`src/rtl/lsu_pkg.sv`:
```
// Shared load/store definitions: funct3 encodings, FSM state encoding and
// the access-legality rule used when a request is accepted.
package lsu_pkg;

    typedef enum logic [1:0] {
        ST_IDLE = 2'd0,
        ST_BUS  = 2'd1,
        ST_RESP = 2'd2
    } lsu_state_t;

    localparam logic [2:0] F3_LB  = 3'd0;
    localparam logic [2:0] F3_LH  = 3'd1;
    localparam logic [2:0] F3_LW  = 3'd2;
    localparam logic [2:0] F3_LBU = 3'd4;
    localparam logic [2:0] F3_LHU = 3'd5;
    localparam logic [2:0] F3_SB  = 3'd0;
    localparam logic [2:0] F3_SH  = 3'd1;
    localparam logic [2:0] F3_SW  = 3'd2;

    // Unsupported width encoding, or a halfword/word not naturally aligned.
    function automatic logic lsu_illegal(input logic       is_st,
                                         input logic [2:0] f3,
                                         input logic [1:0] lo);
        logic bad_width;
        logic misal;
        if (is_st) bad_width = (f3 > F3_SW);
        else       bad_width = (f3 == 3'd3) || (f3 == 3'd6) || (f3 == 3'd7);
        misal = ((f3[1:0] == 2'd1) && lo[0]) ||
                ((f3[1:0] == 2'd2) && (lo != 2'd0));
        return bad_width || misal;
    endfunction

endpackage

```
`src/rtl/lsu_unit_align.sv`:
```
// Byte-lane steering: store data replication and strobes, and load
// extraction with sign/zero extension. Purely combinational.
module lsu_align
    import lsu_pkg::*;
(
    input  logic [2:0]  funct3,
    input  logic [1:0]  addr_lo,
    input  logic [31:0] store_data,
    input  logic [31:0] rdata,
    output logic [31:0] wdata,
    output logic [3:0]  wstrb,
    output logic [31:0] load_data
);

    logic [31:0] shifted;

    // Store lanes: replicate the datum across the word, strobe the addressed bytes.
    always_comb begin
        wdata = store_data;
        wstrb = 4'b1111;
        case (funct3[1:0])
            2'd0: begin
                wdata = {4{store_data[7:0]}};
                wstrb = 4'b0001 << addr_lo;
            end
            2'd1: begin
                wdata = {2{store_data[15:0]}};
                wstrb = 4'b0011 << {addr_lo[1], 1'b0};
            end
            default: begin
                wdata = store_data;
                wstrb = 4'b1111;
            end
        endcase
    end

    // Load extract: bring the addressed byte/half down to bit 0, then extend.
    always_comb begin
        shifted   = rdata >> {addr_lo, 3'b000};
        load_data = 32'd0;
        case (funct3)
            F3_LB:   load_data = {{24{shifted[7]}}, shifted[7:0]};
            F3_LH:   load_data = {{16{shifted[15]}}, shifted[15:0]};
            F3_LW:   load_data = rdata;
            F3_LBU:  load_data = {24'd0, shifted[7:0]};
            F3_LHU:  load_data = {16'd0, shifted[15:0]};
            default: load_data = 32'd0;
        endcase
    end

endmodule

```
`src/rtl/lsu_unit.sv`:
```
// RV32I load/store unit: one bus transaction per request, with alignment
// checking and a bus-response timeout.
//
// state   | meaning
// --------+----------------------------------------------------------
// ST_IDLE | waiting for start; request fields sampled here
// ST_BUS  | mem_req held with stable address/data; waiting on mem_ready
// ST_RESP | done pulse with fault status; returns to ST_IDLE
module lsu_unit
    import lsu_pkg::*;
#(
    parameter int unsigned TIMEOUT = 16
) (
    input  logic        clk,
    input  logic        reset,
    input  logic        start,
    input  logic        is_store,
    input  logic [2:0]  funct3,
    input  logic [31:0] addr,
    input  logic [31:0] store_data,
    output logic        busy,
    output logic        done,
    output logic        fault,
    output logic [31:0] load_data,
    output logic        mem_req,
    output logic        mem_we,
    output logic [31:0] mem_addr,
    output logic [31:0] mem_wdata,
    output logic [3:0]  mem_wstrb,
    input  logic        mem_ready,
    input  logic [31:0] mem_rdata
);

    localparam int CW = (TIMEOUT > 0) ? $clog2(TIMEOUT + 1) : 1;

    lsu_state_t  state_q, state_d;
    logic [2:0]  f3_q, f3_d;
    logic [1:0]  lo_q, lo_d;
    logic [CW-1:0] cnt_q, cnt_d;
    logic        busy_q, busy_d, done_q, done_d, fault_q, fault_d;
    logic        req_q, req_d, we_q, we_d;
    logic [31:0] ld_q, ld_d, maddr_q, maddr_d, wdata_q, wdata_d;
    logic [3:0]  wstrb_q, wstrb_d;

    logic [2:0]  al_f3;
    logic [1:0]  al_lo;
    logic [31:0] al_wdata, al_ldata;
    logic [3:0]  al_wstrb;
    logic        timed_out;

    // In IDLE the aligner sees the incoming request; afterwards the latched one.
    assign al_f3 = (state_q == ST_IDLE) ? funct3 : f3_q;
    assign al_lo = (state_q == ST_IDLE) ? addr[1:0] : lo_q;

    lsu_align u_align (
        .funct3     (al_f3),
        .addr_lo    (al_lo),
        .store_data (store_data),
        .rdata      (mem_rdata),
        .wdata      (al_wdata),
        .wstrb      (al_wstrb),
        .load_data  (al_ldata)
    );

    assign timed_out = (TIMEOUT != 0) && (cnt_q == CW'(TIMEOUT));

    // Next-state and next-output computation for the request FSM.
    always_comb begin
        state_d = state_q;
        f3_d    = f3_q;
        lo_d    = lo_q;
        cnt_d   = cnt_q;
        done_d  = 1'b0;
        fault_d = 1'b0;
        req_d   = req_q;
        we_d    = we_q;
        ld_d    = ld_q;
        maddr_d = maddr_q;
        wdata_d = wdata_q;
        wstrb_d = wstrb_q;
        case (state_q)
            ST_IDLE: begin
                if (start) begin
                    f3_d = funct3;
                    lo_d = addr[1:0];
                    if (lsu_illegal(is_store, funct3, addr[1:0])) begin
                        state_d = ST_RESP;
                        done_d  = 1'b1;
                        fault_d = 1'b1;
                    end else begin
                        state_d = ST_BUS;
                        cnt_d   = '0;
                        req_d   = 1'b1;
                        we_d    = is_store;
                        maddr_d = {addr[31:2], 2'b00};
                        wdata_d = al_wdata;
                        wstrb_d = is_store ? al_wstrb : 4'b0000;
                    end
                end
            end
            ST_BUS: begin
                if (mem_ready) begin
                    state_d = ST_RESP;
                    done_d  = 1'b1;
                    req_d   = 1'b0;
                    if (!we_q) ld_d = al_ldata;
                end else if (timed_out) begin
                    state_d = ST_RESP;
                    done_d  = 1'b1;
                    fault_d = 1'b1;
                    req_d   = 1'b0;
                end else if (TIMEOUT != 0) begin
                    cnt_d = cnt_q + CW'(1);
                end
            end
            ST_RESP: state_d = ST_IDLE;
            default: state_d = ST_IDLE;
        endcase
        busy_d = (state_d != ST_IDLE);
    end

    // State and registered outputs; reset abandons any in-flight access.
    always_ff @(posedge clk or posedge reset) begin
        if (reset) begin
            state_q <= ST_IDLE;
            f3_q    <= 3'd0;
            lo_q    <= 2'd0;
            cnt_q   <= '0;
            busy_q  <= 1'b0;
            done_q  <= 1'b0;
            fault_q <= 1'b0;
            req_q   <= 1'b0;
            we_q    <= 1'b0;
            ld_q    <= 32'd0;
            maddr_q <= 32'd0;
            wdata_q <= 32'd0;
            wstrb_q <= 4'd0;
        end else begin
            state_q <= state_d;
            f3_q    <= f3_d;
            lo_q    <= lo_d;
            cnt_q   <= cnt_d;
            busy_q  <= busy_d;
            done_q  <= done_d;
            fault_q <= fault_d;
            req_q   <= req_d;
            we_q    <= we_d;
            ld_q    <= ld_d;
            maddr_q <= maddr_d;
            wdata_q <= wdata_d;
            wstrb_q <= wstrb_d;
        end
    end

    assign busy      = busy_q;
    assign done      = done_q;
    assign fault     = fault_q;
    assign load_data = ld_q;
    assign mem_req   = req_q;
    assign mem_we    = we_q;
    assign mem_addr  = maddr_q;
    assign mem_wdata = wdata_q;
    assign mem_wstrb = wstrb_q;

endmodule

```
`config.mk`:
```
export PLATFORM = sky130hd
export DESIGN_NAME = lsu_unit
export DESIGN_NICKNAME = d
export VERILOG_FILES = /design/src/rtl/lsu_pkg.sv /design/src/rtl/lsu_unit_align.sv /design/src/rtl/lsu_unit.sv
export SDC_FILE = /design/constraint.sdc
export NUM_CORES = 1
export LEC_CHECK = 0
export ABC_AREA = 1
export BUFFER_PORTS_ARGS = -buffer_cell sky130_fd_sc_hd__buf_4
export CORE_MARGIN = 4
export CORE_UTILIZATION = 46
export DETAILED_ROUTE_END_ITERATION = 12
export PLACE_DENSITY = 0.77
export SYNTH_ARGS = -nofsm -noshare
export SYNTH_HDL_FRONTEND = slang
export SYNTH_HIERARCHICAL = 1
export SYNTH_SLANG_ARGS = --single-unit
```
`constraint.sdc`:
```
create_clock -name clk -period 2.92 [get_ports clk]
set_input_delay 0.146 -clock clk [delete_from_list [all_inputs] [get_ports clk]]
set_output_delay 0.146 -clock clk [all_outputs]
set_load 0.02 [all_outputs]
```
==> run summary, run 1 <==
==================================================================================================
Final Max Slew Viols                                                                             0
Vias/cell                                                                                     5.15
Worst path buffer plus inverter count                                                            3
Number of instances in the synthesized netlist                                                 810
Max-cap violations                                                                               0
Total global routing track utilization                                                       0.250
Max Buffers Root-to-Sink                                                                         2
Sequential element share of the synthesized area                                             0.462
Later-pin clock latency in the skew report                                                  410 ps
Number of fill cells                                                                          1061
Clock transition time at the flip-flop clock pins of the worst setup and hold paths          60 ps
Worst hold path class                                                                 primary input to flip-flop
Root Driver                                                                           sky130_fd_sc_hd__clkbuf_16
Overall die height                                                                          124 um
Fin. Hold Viols                                                                                  0
Count of buffers added by post-CTS timing repair for setup                                       0
Setup total negative slack                                                                    0 ps
Die X                                                                                       124 um
Comb pwr share                                                                               0.493
Clock buffer count from CTS                                                                     17
CTS tree                                                                                     built
Worst-case headroom to the max-slew limit                                                    0.310
PnR Total Power                                                                            9.91 mW
Initial antenna violation count                                                                  0
# resized after CTS                                                                              0
Data required time of the critical path                                                    3250 ps
Cell area after synthesis                                                                 6230 um2
Class of the most critical setup path                                                 flip-flop to flip-flop
Count of endpoints failing setup in the final report                                             0
Highest cell delay on the worst timing path                                                 440 ps
Worst EP arrival                                                                           2660 ps
Hold-fix buffers, CTS                                                                           41
Detailed-route wire length                                                                19200 um
Switching Power                                                                            4.25 mW
Mean area per synthesized cell                                                            7.69 um2
Prevailing post-synth register cell                                                   sky130_fd_sc_hd__dfrtp_1
Final antenna diode count                                                                        0
Internal Pwr Total                                                                         5.66 mW
Estimated wirelength of the detail-placed design                                          12800 um
Clock share of power                                                                         0.241
Final ANT Viol Nets                                                                              0
Distinct cells, synth                                                                           33
Number of flops mapped to enable cells by yosys                                                  0
Synth warn                                                                                       6
Slew at the pin closest to its max-slew limit                                              1040 ps
Core box area                                                                            13200 um2
Switching fraction of total power                                                            0.429
Congestion Overflow GR                                                                           0
First-pass iteration count of the detailed router                                                7
Die Footprint                                                                            15500 um2
Timing-limited maximum frequency                                                           430 MHz
Number of port buffers                                                                         206
Critical-path cell with the highest stage delay                                       sky130_fd_sc_hd__dfrtp_1
Static power due to leakage                                                                4.71 nW
Fraction of power consumed by sequential logic                                               0.267
Post-synthesis register bit count                                                              115
Setup repair after global routing missed its margin                                             no
First-pass GRT wire length                                                                31300 um
Initial detailed-routing violation count                                                       838
Sort of element at the end of the critical path                                          flip-flop
Outcome                                                                               finished, final reports clean
Share of flip-flops with an asynchronous set or reset after synthesis                         1.00
Number of nets in the layout                                                                  1140
Gpl congestion                                                                               0.855
Vias in the first global route                                                                5951
Remaining routing DRC violations                                                                 0
Mean routed wirelength per cell                                                            15.7 um
Startpoint kind of the worst setup timing path                                           flip-flop
Post-route clock skew                                                                      6.70 ps
Worst VDD drop                                                                            0.500 mV
Fraction of the cycle the final worst path needs                                             0.797
Initial Utilization                                                                          0.470
# H-tree levels                                                                                  4
Power density relative to cell area                                                    1130 nW/um2
Critical path cell sequence                                                           nor2_4 -> inv_2 -> o21ai_1 -> buf_4 -> nand3_1 -> nand3_1 -> nand2_2 -> nand3_1 -> inv_1 -> o21ai_2
Post-synthesis to final-layout area growth                                                   40.8%
I/O pin total                                                                                  209
Kind of cell with the highest combined delay on the critical path                     simple AND/OR/NAND/NOR gates
Highest net fanout along the worst path                                                         16
Row count                                                                                       42
Pin count of the biggest net entering global routing                                           116
Share of layout cells above drive strength 1                                                 0.298
CTS Sinks                                                                                      115
Vias after detailed routing                                                                   6295
Cell seen most often among critical-path stages                                       sky130_fd_sc_hd__nand3_1
Minimum clock period after layout                                                          2330 ps
==================================================================================================
==> cell usage after synthesis (2+ instances only) <==
cell                       count  area, um2
sky130_fd_sc_hd__inv_2         4       15.0
sky130_fd_sc_hd__a21oi_1       2       10.0
sky130_fd_sc_hd__ha_1          2       25.0
sky130_fd_sc_hd__nor2_2        6       37.5
sky130_fd_sc_hd__buf_6        16        180
sky130_fd_sc_hd__nand2_1     354       1330
sky130_fd_sc_hd__o211ai_1      2       15.0
sky130_fd_sc_hd__nand2_4       2       22.5
sky130_fd_sc_hd__buf_2        13       65.1
sky130_fd_sc_hd__dfrtp_1     115       2880
sky130_fd_sc_hd__nand3_2      10        100
sky130_fd_sc_hd__inv_1        52        195
sky130_fd_sc_hd__buf_4        22        165
sky130_fd_sc_hd__nand3_1     122        611
sky130_fd_sc_hd__o21ai_2      32        280
sky130_fd_sc_hd__nor2_1       10       37.5
sky130_fd_sc_hd__o21ai_1       2       10.0
sky130_fd_sc_hd__o21ai_0      25        125
sky130_fd_sc_hd__nand4_1       2       12.5
sky130_fd_sc_hd__nor2_4        2       22.5
sky130_fd_sc_hd__clkbuf_1      3       11.3
==> worst paths after layout <==
| kind | start | to | slack, ps | cells after the start |
|---|---|---|---|---|
| worst max-delay path | state_q[1] | load_data[17] | 590 | 10 |
| worst min-delay path | store_data[7] | mem_wdata[7] | 30 | 3 |
| worst max register to register | state_q[1] | load_data[17] | 590 | 10 |
| worst min register to register | mem_wdata[10] | mem_wdata[10] | 470 | 2 |
| max in group asynchronous | reset | load_data[22] | 1960 | 4 |
| min in group asynchronous | reset | load_data[9] | 480 | 4 |
==> sequential cells by signal, summed over array words and instances, names as in the netlist <==
signal / cells
done: 1
fault: 1
lo_q: 2
f3_q: 3
mem_req: 1
state_q: 2
load_data: 32
mem_wdata: 32
cnt_q: 5
mem_we: 1
mem_wstrb: 4
mem_addr: 30
busy: 1
==> placed cells by master, fill, tap and decap left out, types with 6 or more instances in the layout <==
master	netlist	routed
sky130_fd_sc_hd__buf_4	22	216
sky130_fd_sc_hd__bufinv_16	0	6
sky130_fd_sc_hd__clkbuf_16	0	17
sky130_fd_sc_hd__dfrtp_1	115	115
sky130_fd_sc_hd__dlygate4sd3_1	0	41
sky130_fd_sc_hd__inv_1	52	51
sky130_fd_sc_hd__nand2_1	354	354
sky130_fd_sc_hd__nand3_1	122	122
sky130_fd_sc_hd__nand3_2	10	10
sky130_fd_sc_hd__nor2_1	10	10
sky130_fd_sc_hd__nor2_2	6	6
sky130_fd_sc_hd__o21ai_0	25	21
sky130_fd_sc_hd__o21ai_2	32	33
==> worst min-delay path, stage by stage <==
cell	delay (ps)
sky130_fd_sc_hd__buf_4	110
sky130_fd_sc_hd__nand3_1	80
sky130_fd_sc_hd__nand2_1	70
==> cell type report <==
type                       instances  area [um2]  area share
sequential                       115        2880       0.328
multi-input combinational        584        2720       0.310
timing repair buffer             258        2050       0.234
clock buffer                      19         453      0.0516
clock inverter                    13         228      0.0260
inverter                          58         224      0.0255
tap                              176         220      0.0251
==> metal layers <==
metal	track usage	vias to the layer above	part of all wire
met5	0	-	0
met4	0.0999	0	0.032
met3	0.0579	52	0.061
met2	0.389	298	0.47
met1	0.337	2932	0.43
li1	-	3013	-
==> kinds of logic after synthesis <==
kind of cell / share of synthesized area
other: 0.000602
and+or+nand+nor: 0.354
AOI/OAI and AO/OA: 0.0765
DFF: 0.462
adders and majority gates: 0.00402
buffers and inverters: 0.103
==> power by group through the flow <==
stage          sequential [mW]  combinational (mW)  clock, mW
2_1_floorplan             3.38                2.38          0
3_3_place_gp              2.63                4.73          0
3_5_place_dp              2.65                4.79          0
4_1_cts                   2.63                4.86       2.42
5_1_grt                   2.73                5.36       2.49
6_report                  2.64                4.88       2.39
==> stage by stage <==
| stage | instance area [um2] | std cells | utilization | hold WS, ps | worst slack, ps |
|---|---|---|---|---|---|
| CTS | 8770 | 1223 | 0.662 | 2.66 | 608 |
| floorplan | 6240 | 811 | - | 258 | 782 |
| finish | 8770 | 1223 | 0.662 | 29.3 | 593 |
| global placement | 7680 | 1150 | 0.580 | 374 | 756 |
| global route | 8770 | 1223 | 0.662 | 43.7 | 412 |
| detailed placement | 7680 | 1150 | 0.580 | 380 | 663 |
Power figures use the tool's default switching activity.
==> run 2, diff against run 1 <==
--- a/config.mk
+++ b/config.mk
@@ -8,9 +8,9 @@
 export ABC_AREA = 1
 export BUFFER_PORTS_ARGS = -buffer_cell sky130_fd_sc_hd__buf_4
 export CORE_MARGIN = 4
-export CORE_UTILIZATION = 46
+export CORE_UTILIZATION = 50
 export DETAILED_ROUTE_END_ITERATION = 12
-export PLACE_DENSITY = 0.77
+export PLACE_DENSITY = 0.79
 export SYNTH_ARGS = -nofsm -noshare
 export SYNTH_HDL_FRONTEND = slang
 export SYNTH_HIERARCHICAL = 1
==> constraint.sdc (replaced) <==
create_clock -name clk -period 2.3 [get_ports clk]
set_input_delay 0.115 -clock clk [delete_from_list [all_inputs] [get_ports clk]]
set_output_delay 0.115 -clock clk [all_outputs]
set_load 0.02 [all_outputs]
==> run 2 against run 1 <==
Worst hold slack worse by 9.2 ps. Maximum frequency is 9.5% higher. Sequential share of layout area is 0.052 points higher. Combinational power is 31% higher. Clock skew up 0.53 ps. Final cell count barely moved. Total power up 23%. Global-route usage up 2.2 points. Critical endpoint unchanged.
==> run summary, run 2 (synthesized netlist as in run 1, its figures left out) <==
==================================================================================================
Commonest non-fill, non-tap cells in the layout                                       354 x sky130_fd_sc_hd__nand2_1, 216 x sky130_fd_sc_hd__buf_4, 122 x sky130_fd_sc_hd__nand3_1, 115 x sky130_fd_sc_hd__dfrtp_1, 51 x sky130_fd_sc_hd__inv_1   unchanged
Clock buffer count from CTS                                                                     17   unchanged
Highest net fanout along the worst path                                                         16   unchanged
Critical path cell sequence                                                           nor2_4 -> buf_4 -> nand2_1 -> o21ai_1 -> buf_4 -> nor2_2 -> nand2_1 -> nand3_1 -> nand2_2 -> nand3_1 -> inv_1 -> o21ai_2   was nor2_4 -> inv_2 -> o21ai_1 -> buf_4 -> nand3_1 -> nand3_1 -> nand2_2 -> nand3_1 -> inv_1 -> o21ai_2
Count of endpoints failing setup in the final report                                             0   unchanged
Final ANT Viol Nets                                                                              0   unchanged
Final antenna diode count                                                                        0   unchanged
Number of fill cells                                                                           967   was 1061
Number of nets in the layout                                                                  1148   was 1140
Fin. Hold Viols                                                                                  0   unchanged
Critical path destination                                                             load_data[17]   unchanged
Timing-limited maximum frequency                                                           471 MHz   was 430 MHz
Power density relative to cell area                                                    1390 nW/um2   was 1130 nW/um2
Total global routing track utilization                                                       0.272   was 0.250
Max-cap violations                                                                               0   unchanged
Initial antenna violation count                                                                  0   unchanged
Root Driver                                                                           sky130_fd_sc_hd__clkbuf_16   unchanged
Clock transition time at the flip-flop clock pins of the worst setup and hold paths          50 ps   was 60 ps
Most common library cell in the layout ignoring fill and taps                         sky130_fd_sc_hd__nand2_1   unchanged
Sort of element at the end of the critical path                                          flip-flop   unchanged
Static power due to leakage                                                                4.71 nW   about the same
Highest cell delay on the worst timing path                                                 420 ps   was 440 ps
Vias in the first global route                                                                5948   was 5951
Die X                                                                                       120 um   was 124 um
# H-tree levels                                                                                  4   unchanged
Share of layout cells above drive strength 1                                                 0.297   was 0.298
Initial detailed-routing violation count                                                       721   was 838
Post-synthesis to final-layout area growth                                                   40.6%   was 40.8%
Worst VDD drop                                                                            0.920 mV   was 0.500 mV
Row count                                                                                       40   was 42
First-pass iteration count of the detailed router                                                5   was 7
Estimated wirelength of the detail-placed design                                          13100 um   was 12800 um
# resized after CTS                                                                              0   unchanged
Worst path buffer plus inverter count                                                            3   unchanged
Gpl congestion                                                                               0.896   was 0.855
Number of port buffers                                                                         206   unchanged
Kind of cell with the highest combined delay on the critical path                     simple AND/OR/NAND/NOR gates   unchanged
Max Buffers Root-to-Sink                                                                         2   unchanged
Worst EP arrival                                                                           2420 ps   was 2660 ps
Fraction of the cycle the final worst path needs                                             0.924   was 0.797
Critical path depth in cells                                                                    12   was 10
Remaining routing DRC violations                                                                 0   unchanged
CTS Sinks                                                                                      115   unchanged
Setup total negative slack                                                                    0 ps   unchanged
First-pass GRT wire length                                                                30700 um   was 31300 um
Detailed-route wire length                                                                19500 um   was 19200 um
Worst-case register-to-register setup slack                                                 170 ps   was 590 ps
Final Max Slew Viols                                                                             0   unchanged
Setup repair after global routing missed its margin                                             no   unchanged
Post-route clock skew                                                                      7.23 ps   was 6.70 ps
Critical-path cell with the highest stage delay                                       sky130_fd_sc_hd__dfrtp_1   unchanged
Startpoint kind of the worst setup timing path                                           flip-flop   unchanged
Slew at the pin closest to its max-slew limit                                               783 ps   was 1040 ps
Critical Path Start                                                                     state_q[0]   was state_q[1]
Vias/cell                                                                                     5.12   was 5.15
Later-pin clock latency in the skew report                                                  420 ps   was 410 ps
PnR Total Power                                                                            12.2 mW   was 9.91 mW
Reg-to-reg critical path startpoint                                                     state_q[0]   was state_q[1]
Outcome                                                                               finished, final reports clean   unchanged
Vias after detailed routing                                                                   6252   was 6295
Count of buffers added by post-CTS timing repair for setup                                       0   unchanged
Core box area                                                                            12100 um2   was 13200 um2
Worst R2R End                                                                         load_data[17]   unchanged
Worst-case headroom to the max-slew limit                                                    0.478   was 0.310
Overall die height                                                                          120 um   was 124 um
Hold-fix buffers, CTS                                                                           44   was 41
I/O pin total                                                                                  209   unchanged
Initial Utilization                                                                          0.514   was 0.470
Congestion Overflow GR                                                                           0   unchanged
Pin count of the biggest net entering global routing                                           100   was 116
Die Footprint                                                                            14300 um2   was 15500 um2
Data required time of the critical path                                                    2600 ps   was 3250 ps
Minimum clock period after layout                                                          2130 ps   was 2330 ps
Worst hold path class                                                                 primary input to flip-flop   unchanged
Class of the most critical setup path                                                 flip-flop to flip-flop   unchanged
CTS tree                                                                                     built   unchanged
Mean routed wirelength per cell                                                            15.9 um   was 15.7 um
Logic depth of the worst register-to-register path                                              12   was 10
==================================================================================================
## run 2: area by class of cell
| class | count | area, um2 | area share |
|---|---|---|---|
| Clock buffer | 22 | 464 | 0.0530 |
| Clock inverter | 9 | 82.6 | 0.00943 |
| Inverter | 58 | 224 | 0.0256 |
| Multi-Input combinational cell | 584 | 2720 | 0.310 |
| Sequential cell | 115 | 2880 | 0.329 |
| Tap cell | 168 | 210 | 0.0240 |
| Timing Repair Buffer | 266 | 2180 | 0.249 |
## run 2: metal layers
layer  part of all wire  vias to the layer above  GRT usage  wire length [um]
met5                  0                        -          0                 0
met4              0.033                        0      0.113               645
met3              0.072                       53     0.0631              1410
met2               0.48                      303      0.432              9370
met1               0.41                     2872      0.359              8050
li1                   -                     3024          -                 -
## run 2: worst min-delay path by stage
stage	startpoint	to	slack [ps]	depth (start not counted)
6_report	start	busy	20	3
5_1_grt	start	busy	30	3
4_1_cts	start	busy	10	3
3_5_place_dp	reset	mem_addr[11]	130	2
3_3_place_gp	reset	mem_addr[11]	140	2
2_1_floorplan	mem_ready	fault	230	1
## run 2: stage by stage
| stage | std cells | area (um2) | util | hold WS, ps | worst slack [ps] |
|---|---|---|---|---|---|
| floorplan | 811 | 6240 | - | 227 | 162 |
| CTS | 1222 | 8760 | 0.723 | 9.88 | 195 |
| detailed placement | 1147 | 7770 | 0.642 | 133 | 207 |
| global route | 1222 | 8760 | 0.723 | 27.3 | 33.7 |
| finish | 1222 | 8760 | 0.723 | 20.0 | 175 |
| global placement | 1147 | 7770 | 0.642 | 135 | 287 |
## run 2: power breakdown
part	switching, mW	total [mW]	internal, mW
clock	0.898	2.42	1.53
sequential	0.498	3.37	2.87
combinational	4.03	6.41	2.38
## run 2: worst min-delay path, stage by stage
cell and delay [ps]:
sky130_fd_sc_hd__buf_4 110, sky130_fd_sc_hd__nor2_1 70, sky130_fd_sc_hd__nor2_1 100
